File: config.mk
export PLATFORM = sky130hd
export DESIGN_NAME = ram_arbiter_flat
export DESIGN_NICKNAME = d
export VERILOG_FILES = /design/src/rtl/ram_arbiter_if.sv /design/src/rtl/ram_arbiter.sv /design/src/flat_wrapper.sv
export SDC_FILE = /design/constraint.sdc
export NUM_CORES = 1
export LEC_CHECK = 0
export BUFFER_PORTS_ARGS = -buffer_cell sky130_fd_sc_hd__clkbuf_2
export CORE_AREA = 3 3 116 118
export CTS_CLUSTER_DIAMETER = 150
export DETAILED_ROUTE_END_ITERATION = 8
export DIE_AREA = 0 0 119 121
export SETUP_SLACK_MARGIN = 0.4
export SLEW_MARGIN = 15
export SYNTH_ARGS = -nofsm -noshare
export SYNTH_HDL_FRONTEND = slang
export SYNTH_SLANG_ARGS = --single-unit
File: constraint.sdc
create_clock -name clk -period 2 [get_ports clk]
set_input_delay 0.3 -clock clk [delete_from_list [all_inputs] [get_ports clk]]
set_output_delay 0.3 -clock clk [all_outputs]
set_load 0.03 [all_outputs]
File: src/rtl/ram_arbiter_if.sv
// Requester-side port of the data-RAM arbiter: request/write/lock/address/data
// in, grant and registered read data back.
interface ram_arbiter_if #(
  parameter int AW = 32,
  parameter int DW = 32
);
  logic          req;
  logic          we;
  logic          lock;
  logic [AW-1:0] addr;
  logic [DW-1:0] wdata;
  logic          gnt;
  logic          rvalid;
  logic [DW-1:0] rdata;

  modport master (output req, we, lock, addr, wdata, input  gnt, rvalid, rdata);
  modport slave  (input  req, we, lock, addr, wdata, output gnt, rvalid, rdata);
endinterface

File: src/rtl/ram_arbiter.sv
// Two-requester arbiter for the single-port data RAM: round-robin with a bounded
// burst lock, same-cycle combinational grant, one-cycle registered read return.
module ram_arbiter #(
  parameter int AW        = 32,
  parameter int DW        = 32,
  parameter int BURST_MAX = 4
) (
  input  logic          clk,
  input  logic          reset,
  ram_arbiter_if.slave  rq0,
  ram_arbiter_if.slave  rq1,
  output logic [AW-1:0] ram_a,
  output logic          ram_we,
  output logic          ram_re,
  output logic [DW-1:0] ram_wd,
  input  logic [DW-1:0] ram_rd
);
  localparam int            CW      = $clog2(BURST_MAX) + 1;
  localparam logic [CW-1:0] CNT_MAX = CW'(BURST_MAX - 1);

  logic          owner_q, owner_d;
  logic          owner_vld_q, owner_vld_d;
  logic          last_q, last_d;
  logic [CW-1:0] burst_cnt_q, burst_cnt_d;
  logic          rvalid0_q, rvalid0_d, rvalid1_q, rvalid1_d;
  logic [DW-1:0] rdata0_q, rdata0_d, rdata1_q, rdata1_d;

  logic [1:0] req;
  logic       hold, grant, winner, we_w, lock_w;

  assign req = {rq1.req, rq0.req};

  // The lock holder keeps the RAM unless its burst is used up while the other side waits.
  assign hold = owner_vld_q && req[owner_q] && ((burst_cnt_q < CNT_MAX) || !req[~owner_q]);

  always_comb begin
    // NOTE: every signal assigned in a combinational block gets a default first, so no latch is inferred.
    grant  = 1'b0;
    winner = 1'b0;
    if (!reset) begin
      if (hold) begin
        grant  = 1'b1;
        winner = owner_q;
      end else if (&req) begin
        grant  = 1'b1;
        winner = ~last_q;
      end else if (|req) begin
        grant  = 1'b1;
        winner = req[1];
      end
    end
  end

  // winner stays 0 without a grant, so the idle RAM port shows requester 0's address/data.
  assign we_w    = winner ? rq1.we    : rq0.we;
  assign lock_w  = winner ? rq1.lock  : rq0.lock;
  assign ram_a   = winner ? rq1.addr  : rq0.addr;
  assign ram_wd  = winner ? rq1.wdata : rq0.wdata;
  assign ram_we  = grant &  we_w;
  assign ram_re  = grant & ~we_w;
  assign rq0.gnt = grant & ~winner;
  assign rq1.gnt = grant &  winner;

  always_comb begin
    last_d      = last_q;
    owner_d     = owner_q;
    owner_vld_d = 1'b0;
    burst_cnt_d = '0;
    rvalid0_d   = grant & ~we_w & ~winner;
    rvalid1_d   = grant & ~we_w &  winner;
    rdata0_d    = rvalid0_d ? ram_rd : rdata0_q;
    rdata1_d    = rvalid1_d ? ram_rd : rdata1_q;
    if (grant) begin
      last_d      = winner;
      owner_d     = winner;
      owner_vld_d = lock_w;
      // Saturates only when the owner is allowed to continue because the other side is idle.
      if (winner == last_q && owner_vld_q)
        burst_cnt_d = (burst_cnt_q == CNT_MAX) ? CNT_MAX : burst_cnt_q + 1'b1;
    end
  end

  // NOTE: sequential state uses non-blocking assignments so every flop samples pre-edge values.
  always_ff @(posedge clk or posedge reset) begin
    if (reset) begin
      owner_q     <= 1'b0;
      owner_vld_q <= 1'b0;
      last_q      <= 1'b1;
      burst_cnt_q <= '0;
      rvalid0_q   <= 1'b0;
      rvalid1_q   <= 1'b0;
      // NOTE: read-data registers are reset (unlike a RAM array) so a cancelled read returns zero.
      rdata0_q    <= '0;
      rdata1_q    <= '0;
    end else begin
      owner_q     <= owner_d;
      owner_vld_q <= owner_vld_d;
      last_q      <= last_d;
      burst_cnt_q <= burst_cnt_d;
      rvalid0_q   <= rvalid0_d;
      rvalid1_q   <= rvalid1_d;
      rdata0_q    <= rdata0_d;
      rdata1_q    <= rdata1_d;
    end
  end

  assign rq0.rvalid = rvalid0_q;
  assign rq1.rvalid = rvalid1_q;
  assign rq0.rdata  = rdata0_q;
  assign rq1.rdata  = rdata1_q;
endmodule

File: src/flat_wrapper.sv
// flat-port wrapper written by rule: the top's interface ports become plain ports
module ram_arbiter_flat 
#(
  parameter int AW        = 32,
  parameter int DW        = 32,
  parameter int BURST_MAX = 4
)
  (clk, reset, ram_a, ram_we, ram_re, ram_wd, ram_rd, rq0_req, rq0_we, rq0_lock, rq0_addr, rq0_wdata, rq0_gnt, rq0_rvalid, rq0_rdata, rq1_req, rq1_we, rq1_lock, rq1_addr, rq1_wdata, rq1_gnt, rq1_rvalid, rq1_rdata);
  ram_arbiter_if #(.AW(AW), .DW(DW)) rq0_i ();
  ram_arbiter_if #(.AW(AW), .DW(DW)) rq1_i ();
  input  logic clk;
  input  logic reset;
  output logic [AW-1:0] ram_a;
  output logic ram_we;
  output logic ram_re;
  output logic [DW-1:0] ram_wd;
  input  logic [DW-1:0] ram_rd;
  input wire logic [$bits(rq0_i.req)-1:0] rq0_req;
  input wire logic [$bits(rq0_i.we)-1:0] rq0_we;
  input wire logic [$bits(rq0_i.lock)-1:0] rq0_lock;
  input wire logic [$bits(rq0_i.addr)-1:0] rq0_addr;
  input wire logic [$bits(rq0_i.wdata)-1:0] rq0_wdata;
  output wire logic [$bits(rq0_i.gnt)-1:0] rq0_gnt;
  output wire logic [$bits(rq0_i.rvalid)-1:0] rq0_rvalid;
  output wire logic [$bits(rq0_i.rdata)-1:0] rq0_rdata;
  input wire logic [$bits(rq1_i.req)-1:0] rq1_req;
  input wire logic [$bits(rq1_i.we)-1:0] rq1_we;
  input wire logic [$bits(rq1_i.lock)-1:0] rq1_lock;
  input wire logic [$bits(rq1_i.addr)-1:0] rq1_addr;
  input wire logic [$bits(rq1_i.wdata)-1:0] rq1_wdata;
  output wire logic [$bits(rq1_i.gnt)-1:0] rq1_gnt;
  output wire logic [$bits(rq1_i.rvalid)-1:0] rq1_rvalid;
  output wire logic [$bits(rq1_i.rdata)-1:0] rq1_rdata;
  assign rq0_i.req = rq0_req;
  assign rq0_i.we = rq0_we;
  assign rq0_i.lock = rq0_lock;
  assign rq0_i.addr = rq0_addr;
  assign rq0_i.wdata = rq0_wdata;
  assign rq0_gnt = rq0_i.gnt;
  assign rq0_rvalid = rq0_i.rvalid;
  assign rq0_rdata = rq0_i.rdata;
  assign rq1_i.req = rq1_req;
  assign rq1_i.we = rq1_we;
  assign rq1_i.lock = rq1_lock;
  assign rq1_i.addr = rq1_addr;
  assign rq1_i.wdata = rq1_wdata;
  assign rq1_gnt = rq1_i.gnt;
  assign rq1_rvalid = rq1_i.rvalid;
  assign rq1_rdata = rq1_i.rdata;
  ram_arbiter #(.AW(AW), .DW(DW), .BURST_MAX(BURST_MAX)) u_core (.clk(clk), .reset(reset), .rq0(rq0_i), .rq1(rq1_i), .ram_a(ram_a), .ram_we(ram_we), .ram_re(ram_re), .ram_wd(ram_wd), .ram_rd(ram_rd));
endmodule
==> results by group <==
Synthesis
  • Seq/Total Area, Yosys: 49.84%
  • Flops & latches, synth: 72
  • Ys Warns: 0
  • Synth Flop Type: dfrtp_1
  • Ys async rst share: 100.0%
  • Yosys top cell area share: between 40 and 50%
  • Post-synth EDFFs: 0
  • Synth top area cells: dfrtp_1 49%, mux2_2 35%, mux2_1 4.7%, buf_2 0.97%, buf_6 0.93%
  • Post-Syn Instances: 251
  • Synthesized area: around 3600 um^2
  • Post-Syn Nets: between 400 and 500
  • Post-synth top cells: 113 x mux2_2, 71 x dfrtp_1, 15 x mux2_1, 7 x buf_2, 5 x inv_1
  • Count leader, synth: mux2_2
  • Yosys top cell by area: dfrtp_1
  • Yosys cell types: 30
  • Syn Area/Cell: between 10 and 15 um^2

Routing
  • Final wirelength: around 16 mm
  • DRC Markers: 0
  • DRT Pass-1 Iters: 4
  • Routed vias/inst: around 4.6
  • Drt wl/cell: approximately 20 um
  • Via count: around 3600
  • Iter 0 DRT Violations: about 140
  • Antenna Nets Post-Route: 0

Layout
  • Area grow syn2layout: 113.7%
  • Fraction of layout cells with a size suffix above 1: 84.81%
  • Final net count: around 780
  • Final cell count without fillers: between 700 and 800
  • Fill count: around 950

Timing
  • Hold slack final: slightly below 0.2 ns
  • Fin crit period: ~2.4 ns
  • Final worst-path cycle share: 122.2%
  • Rel. slew slack: between 70% and 80%
  • FMAX: just over 0.4 GHz
  • RSZ-0062 raised after global routing: true
  • Hold Vio Cnt, Final: 0
  • Final Max Tran Viols: 0
  • Final setup viols: approximately 130
  • Worst Slack Setup Final: -0.4440 ns
  • Clk_skew: 0.005986 ns
  • Worst Max-Slew Pin Slew: about 0.39 ns

Floorplan
  • Initial Util: 28.78%
  • Num rows: 41
  • Die ar.: 14400 um^2
  • Core area: 12570 um^2
  • Top-Level Pins: roughly 300
  • Die height: 121 um
  • Die width: approximately 120 um

Clock network
  • Hold_buf cts: 0
  • Inserted Clock Buffers: 9
  • TritonCTS clock tree: yes
  • Clk_lat worst skew: around 0.32 ns
  • Clock transition at the registers of the reported paths: around 0.060 ns
  • Clk buf depth: 2
  • Sink Count: slightly above 70
  • Root Driver: clkbuf_16
  • Htree depth: 3

Place
  • PortBufs: 301
  • DPL Wire Length: approximately 11 mm
  • Gpl congestion: approximately 0.86
  • Post-Place Worst Slack: -0.1874 ns
  • Cells after DPL: around 740

Critical path
  • Setup CP Type: register to output pin
  • Cell family with most CP delay: buffers and inverters
  • Max stage delay cell, worst path: dfrtp_1
  • Critical Path Source Type: register
  • Worst-path fanout max: 6
  • Critical Path Max Stage Delay: approximately 0.39 ns
  • Crit path required time: between 1.5 and 2 ns
  • Worst EP arrival: 2.14 ns
  • Crit-path cells: nand2b_4 > o211a_4 > nor3_4 > buf_6 > clkbuf_16 > mux2_4 > buf_8
  • Buf/Inv on CP: 3
  • CP endpoint kind: output pin

GRT
  • Antenna violations before repair: 1
  • Vias in the first global route: ~4000
  • Total gr overflow: 0
  • Largest net degree at the start of global routing: 73
  • Total GRT Usage: between 20 and 25%
  • First-pass GRT wire length: 22.76 mm

Outcome
  • Failing checks: setup timing
  • Outcome: finished, violations left

Power and ir drop
  • VDD IR max: 0.4987 mV
  • Power per standard cell area: between 800 and 900 nW/um^2
  • Leakage: approximately 0.004 uW

Min path
  • Tightest Hold Check Type: input port to asynchronous set/reset pin

Job
  • Max-Cap Viols: 0
layout make-up:
| type | count | area (um^2) | share of cell area [%] |
|---|---|---|---|
| Multi-Input combinational cell | 160 | 2236 | 28.92 |
| Sequential cell | 72 | 1803 | 23.32 |
| Timing Repair Buffer | 367 | 3142 | 40.64 |
| Inverter | 5 | 22.52 | 0.2913 |
| Clock inverter | 5 | 81.33 | 1.052 |
| Clock buffer | 10 | 229.0 | 2.962 |
| Tap cell | 172 | 215.2 | 2.784 |
| Antenna cell | 1 | 2.502 | 0.03237 |
worst min-delay path: cells and delay by family:
kind | cells | cell delay [ns]
buffers and inverters | 4 | 0.63
stage by stage:
step	power [uW]	TNS, ns	util, %	cell area [um^2]
final	6593	-46.20	61.51	7731
after global routing	6889	-55.61	61.51	7731
after CTS	6444	-53.19	57.88	7274
after detailed placement	4345	-6.566	46.04	5787
after global placement	4317	-5.751	46.04	5787
after floorplan	3555	0	-	3892
worst paths after layout:
check,start,endpoint,slack [ns],cells past startpoint
max,u_core.burst_cnt_q[2],ram_wd[2],-0.44,7
min,reset,u_core.owner_q,0.19,4
max reg2reg,u_core.burst_cnt_q[2],u_core.rq0.rdata[18],-0.38,12
min reg2reg,u_core.rq0.rdata[7],u_core.rq0.rdata[7],0.51,1
max in group asynchronous,reset,u_core.rq1.rdata[23],1.49,4
min in group clk,rq1_lock,u_core.owner_vld_q,0.20,3
per-layer routing:
layer	up-vias	routed length (um)	part of all wire [%]	global-route usage (%)
li1	1645	-	-	-
met1	1776	5883	37	23.16
met2	181	8537	54	37.16
met3	16	1176	7.4	6.247
met4	0	295	1.9	6.155
met5	-	0	0	0
cells in the final DEF (no fill, tap or decap), types with 2 or more instances in the layout:
cell type,n
clkinvlp_4,2
dfrtp_1,71
nand2b_1,2
buf_12,17
mux2_4,127
a21o_1,2
buf_6,37
nor2_1,3
bufinv_16,2
nand2_1,4
nand2b_4,2
inv_1,3
clkbuf_2,233
clkbuf_16,13
buf_4,15
nor3_4,2
buf_8,52
buf_16,8
logic make-up (layout without fill, tap and decap cells):
kind of cell	after synthesis	count (layout)	share of synthesized area [%]
adder cells (fa/ha/maj)	1	1	0.3458
AND/OR/NAND/NOR	19	19	3.666
buffers and inverters	19	387	3.147
multiplexers	130	130	40.40
AO/OA/AOI/OAI	10	10	2.594
flip-flops	72	72	49.84
other	0	1	0
power breakdown:
group	leakage, uW	internal (uW)	switching, uW
Sequential	0.000861	1780	194
Clock	0.000149	1090	584
Combinational	0.00306	1420	1530
Total	0.00407	4280	2310
flip-flops by register name (all words and copies together), names as in the netlist:
register and count:
u_core.burst_cnt_q 3, u_core.last_q 1, u_core.owner_q 1, u_core.owner_vld_q 1
u_core.rq0.rdata 32, u_core.rq0.rvalid 1, u_core.rq1.rdata 32, u_core.rq1.rvalid 1
repair_timing:
item,4_1_cts,5_1_grt
resized for setup,184,151
gates cloned,8,5
pin swaps,2,5
setup endpoints to repair,134,138
buffers inserted,22,6
Power figures use the tool's default switching activity.
